### src/rtl/seven_seg_scan_ctrl.sv
// Multiplexed seven-segment scan controller: shadow-buffered hex value, per-slot
// ghosting guard, optional leading-zero blanking and a four-phase load handshake.
module seven_seg_scan_ctrl #(
    parameter int DIGITS    = 4,
    parameter int SLOT_CYC  = 50000,
    parameter int GUARD_CYC = 16
) (
    input  logic                  clk,
    input  logic                  clr,
    input  logic                  enable,
    input  logic                  load_req,
    input  logic [4*DIGITS-1:0]   value,
    input  logic                  blank_lz,
    output logic                  load_ack,
    output logic [3:0]            nibble,
    output logic [DIGITS-1:0]     digit_en_n,
    output logic                  frame_done
);

    localparam int CW = $clog2(SLOT_CYC);
    localparam int IW = $clog2(DIGITS);
    localparam logic [CW-1:0] GUARD_LAST = CW'(GUARD_CYC - 1);
    localparam logic [CW-1:0] SLOT_LAST  = CW'(SLOT_CYC - 1);
    localparam logic [IW-1:0] IDX_LAST   = IW'(DIGITS - 1);

    typedef enum logic [1:0] {
        PARK,
        GUARD,
        DRIVE
    } state_t;

    state_t                state, state_nxt;
    logic [CW-1:0]         cnt, cnt_nxt;
    logic [IW-1:0]         idx, idx_nxt;
    logic [4*DIGITS-1:0]   shadow, shadow_nxt;
    logic                  blz, blz_nxt;
    logic                  armed;
    logic                  frame_end_nxt;
    logic                  ack_nxt;
    logic [DIGITS-1:0]     blank;
    logic                  zero_above;
    logic [DIGITS-1:0]     en_nxt;
    logic [3:0]            nibble_nxt;

    // Scan sequencer: every output below is derived from these next-state values
    // and then registered, so outputs line up with the state they describe.
    always_comb begin
        // NOTE: every combinationally assigned signal gets a default first so no latch is inferred.
        state_nxt = state;
        cnt_nxt   = cnt;
        idx_nxt   = idx;
        case (state)
            PARK: begin
                if (enable) begin
                    state_nxt = GUARD;
                    cnt_nxt   = '0;
                    idx_nxt   = '0;
                end
            end
            GUARD: begin
                cnt_nxt = cnt + 1'b1;
                if (cnt == GUARD_LAST) state_nxt = DRIVE;
            end
            DRIVE: begin
                if (cnt == SLOT_LAST) begin
                    cnt_nxt   = '0;
                    idx_nxt   = (idx == IDX_LAST) ? '0 : idx + 1'b1;
                    state_nxt = enable ? GUARD : PARK;
                end else begin
                    cnt_nxt = cnt + 1'b1;
                end
            end
            default: state_nxt = PARK;
        endcase
    end

    // The ack is scheduled one cycle ahead so it lands on the frame-end cycle
    // (or a parked cycle); the shadow is written at the end of that ack cycle.
    always_comb begin
        frame_end_nxt = (state_nxt == DRIVE) && (cnt_nxt == SLOT_LAST) && (idx_nxt == IDX_LAST);
        ack_nxt       = load_req && armed && (frame_end_nxt || (state_nxt == PARK));
        shadow_nxt    = load_ack ? value : shadow;
        blz_nxt       = load_ack ? blank_lz : blz;
    end

    always_comb begin
        blank      = '0;
        zero_above = 1'b1;
        for (int i = DIGITS - 1; i >= 1; i--) begin
            zero_above = zero_above && (shadow_nxt[4*i +: 4] == 4'h0);
            blank[i]   = blz_nxt && zero_above;
        end
    end

    always_comb begin
        en_nxt = '1;
        if (state_nxt == DRIVE && !blank[idx_nxt]) en_nxt[idx_nxt] = 1'b0;
        nibble_nxt = nibble;
        if (state_nxt == GUARD && cnt_nxt == '0) nibble_nxt = shadow_nxt[4*idx_nxt +: 4];
    end

    // NOTE: sequential state uses non-blocking assignments only, so all registers update together.
    always_ff @(posedge clk or negedge clr) begin
        // NOTE: the shadow is an ordinary register bank, so it is cleared by reset like all other state.
        if (!clr) begin
            state      <= PARK;
            cnt        <= '0;
            idx        <= '0;
            shadow     <= '0;
            blz        <= 1'b0;
            armed      <= 1'b1;
            load_ack   <= 1'b0;
            frame_done <= 1'b0;
            nibble     <= 4'h0;
            digit_en_n <= '1;
        end else begin
            state      <= state_nxt;
            cnt        <= cnt_nxt;
            idx        <= idx_nxt;
            shadow     <= shadow_nxt;
            blz        <= blz_nxt;
            armed      <= !load_req ? 1'b1 : (ack_nxt ? 1'b0 : armed);
            load_ack   <= ack_nxt;
            frame_done <= frame_end_nxt;
            nibble     <= nibble_nxt;
            digit_en_n <= en_nxt;
        end
    end

endmodule

### config.mk
export PLATFORM = sky130hd
export DESIGN_NAME = seven_seg_scan_ctrl
export DESIGN_NICKNAME = d
export VERILOG_FILES = /design/src/rtl/seven_seg_scan_ctrl.sv
export SDC_FILE = /design/constraint.sdc
export NUM_CORES = 1
export LEC_CHECK = 0
export BUFFER_PORTS_ARGS = -buffer_cell sky130_fd_sc_hd__buf_2
export CORE_AREA = 3 3 89 57
export CTS_CLUSTER_DIAMETER = 50
export DETAILED_ROUTE_END_ITERATION = 6
export DIE_AREA = 0 0 92 60
export PLACE_DENSITY_LB_ADDON = 0.15
export SLEW_MARGIN = 40
export SYNTH_ARGS = -nofsm -noshare
export SYNTH_HDL_FRONTEND = slang
export SYNTH_SLANG_ARGS = --single-unit
### constraint.sdc
create_clock -name clk -period 6.3 [get_ports clk]
set_input_delay 0.945 -clock clk [delete_from_list [all_inputs] [get_ports clk]]
set_output_delay 0.945 -clock clk [all_outputs]
set_load 0.03 [all_outputs]
==> results.cfg, run 1 <==
[sta]
fin_crit_sh_pct = 54.0
whs_ps = 485
setup_viol = 0
max_freq_ghz = 0.294
period_needed_ps = 3400
worst_pin_slew_ps = 754
hold_viol = 0
finClkSkew_ps = 6.13
rsz0062_at_grt = false
maxSlewViolCount = 0
slew_headroom_pct = 49.7
tns_ps = 0

[floorplan]
num_rows = 18
die-area_um2 = 5520
die_w_um = 92
chipHeight_um = 60
io_pins = 31
core_um2 = 4190
start_util_pct = 64.1

[power_and_ir_drop]
p_per_area_nw_per_um2 = 404
p_leak_nw = 1.31
p_int_uw = 708
p_switching_uw = 489
p_comb_share_pct = 41.2
swShare_pct = 40.8
peakVddDrop_mv = 0.296
p_clk_share_pct = 16.1
p_seq_share_pct = 42.7

[yosys]
synthesis.nets = 286
synth_edf_count = 0
synth_mux_area_share_pct = 10.7
syn_inst = 263
synth_top_family_by_area = compound AO/OA/AOI/OAI gates
synthXorXnorAreaFrac_pct = 0.652
syn_area_um2 = 2690
synth-compound-area-share_pct = 20.5
synthFlopType = dfrtp_1
synth_adder_area_share_pct = 0.932
ys_ff_latch = 48
synth-simple-area-share_pct = 18.8
synth-async-reset-ratio_pct = 100
yosysSeqAreaShare_pct = 45.0
ys_types = 60
yosysWarningCount = 0
avgSynthCellArea_um2 = 10.2

[layout]
insertedDiodeCount = 0
area_growth_pct = 10.2
fillers = 320
layout-drive-gt1-share_pct = 25.6
num-nets-final = 311
instances_no_fill = 349

[placed_design]
dp_hpwl_mm = 5.13
place_congestion = 0.997
dp_cells = 341
io_buffer_count = 30

[route]
ant_nets = 0
drt-total-wl_mm = 6.73
via_per_inst = 6.58
drtIter0Drc = 274
route.vias.total = 2297
dr.pass1.iters = 5
drcViolationCount = 0
wire_per_inst_um = 19.3

[clock_tree]
clockRootBuffer = clkbuf_8
clockBufferDepth = 2
clock_latency_ps = 300
post_cts_resize_count = 0
clk_pin_slew_ps = 90
cts_tree = done
cts-buffers-inserted = 5
postCtsHoldBufs = 0
cts.sinks = 48
cts_setup_buffers = 0
htreeDepth = 2

[critical_path]
crit_path_end = nibble[1]
r2r-end = nibble[1]
worst_setup_path_start_kind = flop
cp-startpoint = cnt[0]
worstPathArrival_ps = 3590
r2r_setup_slack_ps = 2900
r2r_cells = 10
timing.rr.start = cnt[0]
worstPathMaxFanout = 9
worstPathRequired_ps = 6480
cp-end-kind = flop
timing.setup.critical_path_class = reg2reg

[global_route]
gr-total-overflow = 0
track_usage_pct = 26.0
antenna_found_initial = 0
grt_max_degree = 49
grt_pass1_vias = 1983
grt_pass1_wl_mm = 10.8

[worst_hold_path]
min_path_cells = 2
hold_path.class = reg2reg

[run]
drv_cap = 0

[outcome]
outcome = completed
sequential cells by signal, summed over array words and instances, names as in the netlist:
| name | flops |
|---|---|
| armed | 1 |
| shadow | 16 |
| digit_en_n | 4 |
| state | 2 |
| blz | 1 |
| idx | 2 |
| load_ack | 1 |
| nibble | 4 |
| frame_done | 1 |
| cnt | 16 |
power by group through the flow:
stage	clock network (mW)	registers [mW]	logic (mW)
6_report	0.193	0.511	0.493
5_1_grt	0.213	0.523	0.532
4_1_cts	0.197	0.507	0.484
3_5_place_dp	0	0.513	0.481
3_3_place_gp	0	0.508	0.479
2_1_floorplan	0	0.488	0.366
worst max-delay path, stage by stage, from the launching register on:
cell and delay, ps:
dfrtp_1 480, ha_1 300, and3_1 250, nand3_2 180
o211ai_2 340, nand2_1 280, a22o_1 310, nor4_2 340
and2_1 210, and4_4 270, mux2_4 310
cells in the mapped netlist (all sizes together), types with 2 or more instances:
cell type   n  share of area, %
a21boi      2              0.56
a21o        2              0.56
a21oi       8               1.9
a22o        7               2.3
a31oi       4              0.93
and2        5               1.2
and3        8               1.9
and4        6               2.1
buf         7               1.2
clkbuf      5              0.70
dfrtp      43                40
dfstp       5               4.9
ha          2              0.93
inv        11               1.5
mux2       18               8.1
mux2i       7               2.6
nand2      21               3.0
nand2b      3              0.70
nand3       6               1.3
nand4       8               1.9
nor2       12               1.7
nor2b       3              0.70
nor3        7               1.3
nor4        5               1.9
o2111ai     2              0.65
o211a       3               1.1
o211ai      8               2.4
o21a        4               1.4
o21ai      20               3.9
o31ai       5               1.6
or3         2              0.65
through the flow:
stage          power (mW)  utilization (%)  area [um^2]  worst slack [ps]
2_1_floorplan       0.855                -         2690              3580
3_3_place_gp        0.987             68.2         2860              3110
3_5_place_dp        0.994             68.3         2860              3040
4_1_cts              1.19             70.6         2960              3020
5_1_grt              1.27             70.6         2960              2730
6_report             1.20             70.6         2960              2900
worst min path at each step:
stage / slack, ps / end / start
2_1_floorplan: 460 / armed / armed
3_3_place_gp: 480 / armed / armed
3_5_place_dp: 470 / armed / armed
4_1_cts: 490 / armed / armed
5_1_grt: 530 / shadow[15] / shadow[15]
6_report: 480 / armed / armed
cell families after synthesis:
kind of cell               count (synthesis)
and+or+nand+nor                           88
AOI/OAI and AO/OA                         75
DFF                                       48
muxes                                     25
buffers and inverters                     23
xor gates and xnor gates                   2
adders and majority gates                  2
routing by layer:
metal  global-route usage (%)  vias to the layer above  wire length [um]
met5                        0                        -                 0
met4                     3.38                        0                34
met3                     8.55                        6               811
met2                     32.5                      136              2570
met1                     43.1                     1112              3320
li1                         -                     1043                 -
placed cells by master, fill, tap and decap left out, types with 2 or more instances in the layout:
cell / count
ha_1: 2
inv_1: 11
nand3_1: 5
dfstp_2: 5
o21a_1: 3
and3_1: 8
o2111ai_1: 2
and4_1: 5
mux2_4: 4
o21ai_0: 14
mux2_2: 14
nand4_1: 8
nor2_1: 12
nor3_1: 7
a22o_1: 7
o21ai_1: 5
nand2b_1: 3
nand2_1: 20
o31ai_1: 4
dfrtp_1: 43
mux2i_1: 7
nor4_2: 3
o211ai_1: 7
a31oi_1: 4
nor2b_1: 3
buf_2: 29
clkbuf_8: 6
a21oi_1: 7
a21o_1: 2
clkinvlp_4: 2
o211a_1: 3
and2_1: 4
nor4_1: 2
final cells by class:
cell class | count | area [um^2] | area share [%]
repair buffers | 30 | 153 | 5.16
clock buffers | 6 | 82.6 | 2.79
clock inverters | 2 | 15.0 | 0.507
inverters | 11 | 41.3 | 1.40
flip-flops and latches | 48 | 1210 | 40.8
well taps | 60 | 75.1 | 2.54
multi-input cells | 192 | 1390 | 46.8
(Power assumes the default switching activity.)
==> inputs of run 2 (changes only) <==
Settings changed: CORE_AREA 3 3 89 57 to 3 3 92 59, DIE_AREA 0 0 92 60 to 0 0 95 62.
Clock period 6.3 ns to 3.19 ns, I/O delays scaled along.
==> run 2 against run 1 <==
Against the previous run: final cell count grew 4.0%; maximum frequency grew 12%; via count grew 0.22%; clock power grew 110%; die area grew 6.7%; first-iteration DRC count shrank 6.9%; highest routed layer unchanged.
==> results.cfg, run 2 (synthesis gave the netlist of run 1 again) <==
[outcome]
outcome = completed

[clock_tree]
post_cts_resize_count = 0
clk_pin_slew_ps = 100
cts-buffers-inserted = 5
clock_latency_ps = 310
clockRootBuffer = clkbuf_8
clockBufferDepth = 2
htreeDepth = 2
postCtsHoldBufs = 0
cts_tree = done
cts.sinks = 48
cts_setup_buffers = 0

[layout]
layout_commonest_cell = dfrtp_1
fillers = 362
stdcell_area_um2 = 3060
final_cell_mix = 43 x dfrtp_1, 29 x buf_2, 20 x nand2_1, 14 x mux2_2, 14 x o21ai_0
seqCellArea_um2 = 1210
layout-drive-gt1-share_pct = 28.7
multi_input_area_um2 = 1400
largestRegisters = cnt (16), shadow (16)
final_core_util_pct = 66.6
area_growth_pct = 13.8
num-nets-final = 322
insertedDiodeCount = 0

[global_route]
track_usage_pct = 25.8
grt_pass1_vias = 2049
grt_pass1_wl_mm = 11.1
gr-total-overflow = 0
antenna_found_initial = 0
grt_max_degree = 49

[sta]
fin_crit_sh_pct = 95.5
slew_headroom_pct = 49.7
finClkSkew_ps = 8.61
max_freq_ghz = 0.328
hold_viol = 0
period_needed_ps = 3050
tns_ps = 0
worst_pin_slew_ps = 754
setup_viol = 0
rsz0062_at_grt = false
maxSlewViolCount = 0

[route]
drt-total-wl_mm = 7.12
via_per_inst = 6.34
route.vias.total = 2302
drcViolationCount = 0
wire_per_inst_um = 19.6
drtIter0Drc = 255
dr.pass1.iters = 5
ant_nets = 0

[placed_design]
dp_hpwl_mm = 5.37
place_congestion = 1.03
io_buffer_count = 30
dpl_cell_area_um2 = 2950

[power_and_ir_drop]
p_per_area_nw_per_um2 = 799
peakVddDrop_mv = 0.518
power_mw = 2.44
p_leak_nw = 1.37

[floorplan]
chipHeight_um = 62
io_pins = 31
num_rows = 19
core_um2 = 4590
start_util_pct = 58.5
die_w_um = 95
die-area_um2 = 5890

[critical_path]
worstPathRequired_ps = 3390
critical-path-max-stage-delay_ps = 440
worstPathCellList = ha_2 -> and3_1 -> nand3_2 -> o21ai_2 -> o21ai_0 -> a22o_1 -> nor4_4 -> and2_1 -> and4_4 -> mux2_4
worst_setup_path_start_kind = flop
cp-startpoint = cnt[1]
r2r-end = nibble[3]
timing.setup.critical_path_class = reg2reg
cp-end-kind = flop
timing.rr.start = cnt[1]
worstPathMaxFanout = 6
r2r_cells = 10
worstPathArrival_ps = 3250
r2r_setup_slack_ps = 140
slowest_stage = dfrtp_1

[run]
drv_cap = 0

[worst_hold_path]
hold_path.class = in2async
-- run 2: cell types whose count changed in the layout (fill, tap and decap cells not counted), sizes merged --
cell | previous run | this run
buf | 30 | 41
-- run 2: layout make-up --
type                    instances  share of cell area, %
repair buffers                 41                   7.70
well taps                      63                   2.58
multi-input cells             192                   45.7
inverters                      11                   1.35
clock inverters                 2                  0.491
flip-flops and latches         48                   39.5
clock buffers                   6                   2.70
-- run 2: worst max path at each step --
stage                            to
final                     nibble[3]
after CTS                 nibble[3]
after global placement    nibble[0]
after global routing      nibble[3]
after detailed placement  nibble[3]
after floorplan           nibble[0]
-- run 2: worst max-delay path: cells and delay by family, from the launching register on --
family	cells	cell delay [ps]
and+or+nand+nor	5	1210
AOI/OAI and AO/OA	3	700
DFF	1	440
muxes	1	310
adders and majority gates	1	270
-- run 2: layer usage --
metal	up-vias	routed length (um)	track usage, %
li1	1068	-	-
met1	1084	3500	41.6
met2	140	2600	30.4
met3	10	934	9.75
met4	0	84	8.21
met5	-	0	0
-- run 2: stage by stage --
stage | cells | hold WS (ps) | setup slack [ps]
3_3_place_gp | 355 | 472 | 182
6_report | 363 | 161 | 142
3_5_place_dp | 355 | 476 | 140
2_1_floorplan | 263 | 183 | 474
4_1_cts | 363 | 194 | 108
5_1_grt | 363 | 196 | 1.97
-- run 2: report_power, final --
| part | internal [mW] | switching (mW) | leakage, nW |
|---|---|---|---|
| logic | 0.464 | 0.603 | 0.731 |
| clock network | 0.176 | 0.220 | 0.0434 |
| registers | 0.811 | 0.169 | 0.597 |
==> inputs of run 3 (changes only) <==
Settings changed: CORE_AREA 3 3 92 59 to 3 3 110 70, DIE_AREA 0 0 95 62 to 0 0 113 73.
Clock period 3.19 ns to 3 ns, I/O delays scaled along.
==> run 3 against run 2 <==
Against the previous run: global-route usage fell by 5.7 points; non-clock buffer count increased by 22; first-iteration DRC count up 20%; worst setup slack is essentially flat; highest routed layer unchanged; largest cell class unchanged; critical path type unchanged.
==> results.cfg, run 3 (synthesis gave the netlist of run 1 again) <==
[floorplan]
die-area_um2 = 8250
die_w_um = 113
io_pins = 31
start_util_pct = 40.2
core_um2 = 6680
num_rows = 23
chipHeight_um = 73

[sta]
tns_ps = 0
fin_crit_sh_pct = 95.3
finClkSkew_ps = 2.98
max_freq_ghz = 0.350
hold_viol = 0
fin_ws_ps = 142
setup_viol = 0
period_needed_ps = 2860
maxSlewViolCount = 0
slew_headroom_pct = 50.5
worst_pin_slew_ps = 742
whs_ps = 95.7

[placed_design]
dp_hpwl_mm = 6.20
dp_slack_ps = 89.0
io_buffer_count = 30
place_congestion = 1.03

[layout]
area_growth_pct = 24.4
layout_commonest_cell = dfrtp_1
largestRegisters = cnt (16), shadow (16)
final_core_util_pct = 50.0
final_cell_mix = 41 x dfrtp_1, 33 x buf_4, 30 x buf_2, 20 x nand2_1
insertedDiodeCount = 0
num-nets-final = 344
layout-drive-gt1-share_pct = 34.2

[clock_tree]
cts_tree = done
clockBufferDepth = 2
cts.sinks = 48
clk_pin_slew_ps = 70
clockRootBuffer = clkbuf_16
clock_latency_ps = 290
cts_setup_buffers = 0
htreeDepth = 2
cts-buffers-inserted = 5

[power_and_ir_drop]
p_switching_mw = 1.16
p_leak_nw = 1.51
swShare_pct = 38.6
p_seq_share_pct = 33.8
p_int_mw = 1.84
peakVddDrop_mv = 0.468
p_clk_share_pct = 21.7
p_comb_share_pct = 44.4
p_per_area_nw_per_um2 = 896
power_mw = 2.99

[worst_hold_path]
hold_path.class = in2async

[route]
wire_per_inst_um = 19.4
drt-total-wl_mm = 7.92
ant_nets = 0
dr.pass1.iters = 5
route.vias.total = 2371
via_per_inst = 5.80
drtIter0Drc = 305
drcViolationCount = 0

[critical_path]
r2r_cells = 10
timing.setup.critical_path_class = reg2reg
r2r-end = nibble[0]
worstPathArrival_ps = 3030
worst_setup_path_start_kind = flop
cp-end-kind = flop
worstPathRequired_ps = 3170
worstPathMaxFanout = 6
r2r_setup_slack_ps = 140
timing.rr.start = cnt[5]

[global_route]
antenna_found_initial = 0
grt_max_degree = 33
grt_pass1_wl_mm = 12.6
gr-total-overflow = 0
track_usage_pct = 20.1
grt_pass1_vias = 2206

[outcome]
outcome = completed

[run]
drv_cap = 0
[run 3: worst max-delay path by stage]
stage	startpoint	cells past startpoint	to
final	cnt[5]	10	nibble[0]
after global routing	cnt[5]	10	nibble[0]
after CTS	cnt[11]	10	nibble[0]
after detailed placement	cnt[11]	10	nibble[0]
after global placement	cnt[11]	10	nibble[3]
after floorplan	cnt[0]	10	nibble[0]
[run 3: worst max-delay path, stage by stage, from the launching register on]
cell and delay [ps]:
dfrtp_1 420, nor4_4 380, nand3_4 170, o21a_4 280, a21oi_4 230, buf_4 160, nor3_1 50, a21o_1 180
nor4_2 260, and4_4 300, mux2_4 310
[run 3: final cells by class]
type	count	area (um^2)
clock buffer	5	125
clock inverter	3	46.3
fill	621	3340
inverter	11	41.3
multi-input combinational	192	1410
sequential	48	1210
tap	87	109
timing repair buffer	63	398
[run 3: routing by layer]
layer	GRT usage, %	share of wire, %	vias to the layer above
met1	34.7	53	1137
met5	0	0	-
met2	23.8	36	115
li1	-	-	1114
met4	4.13	0.64	0
met3	4.89	9.8	5
[run 3: power groups by stage]
stage	registers, mW	clock network [mW]	logic [mW]
after CTS	1.01	0.661	1.29
after detailed placement	1.02	0	1.28
after global placement	1.01	0	1.28
after floorplan	1.03	0	0.770
final	1.01	0.650	1.33
after global routing	1.05	0.693	1.43
[run 3: repair_timing]
item,4_1_cts,5_1_grt
endpoints found under the hold margin,0,0
gates resized for setup,0,6
endpoints found under the setup margin,0,4
hold buffers,0,0
[run 3: metrics by stage]
step	cell area (um^2)	cells
floorplan	2690	263
global placement	3140	401
detailed placement	3140	401
CTS	3310	409
global route	3340	409
finish	3340	409
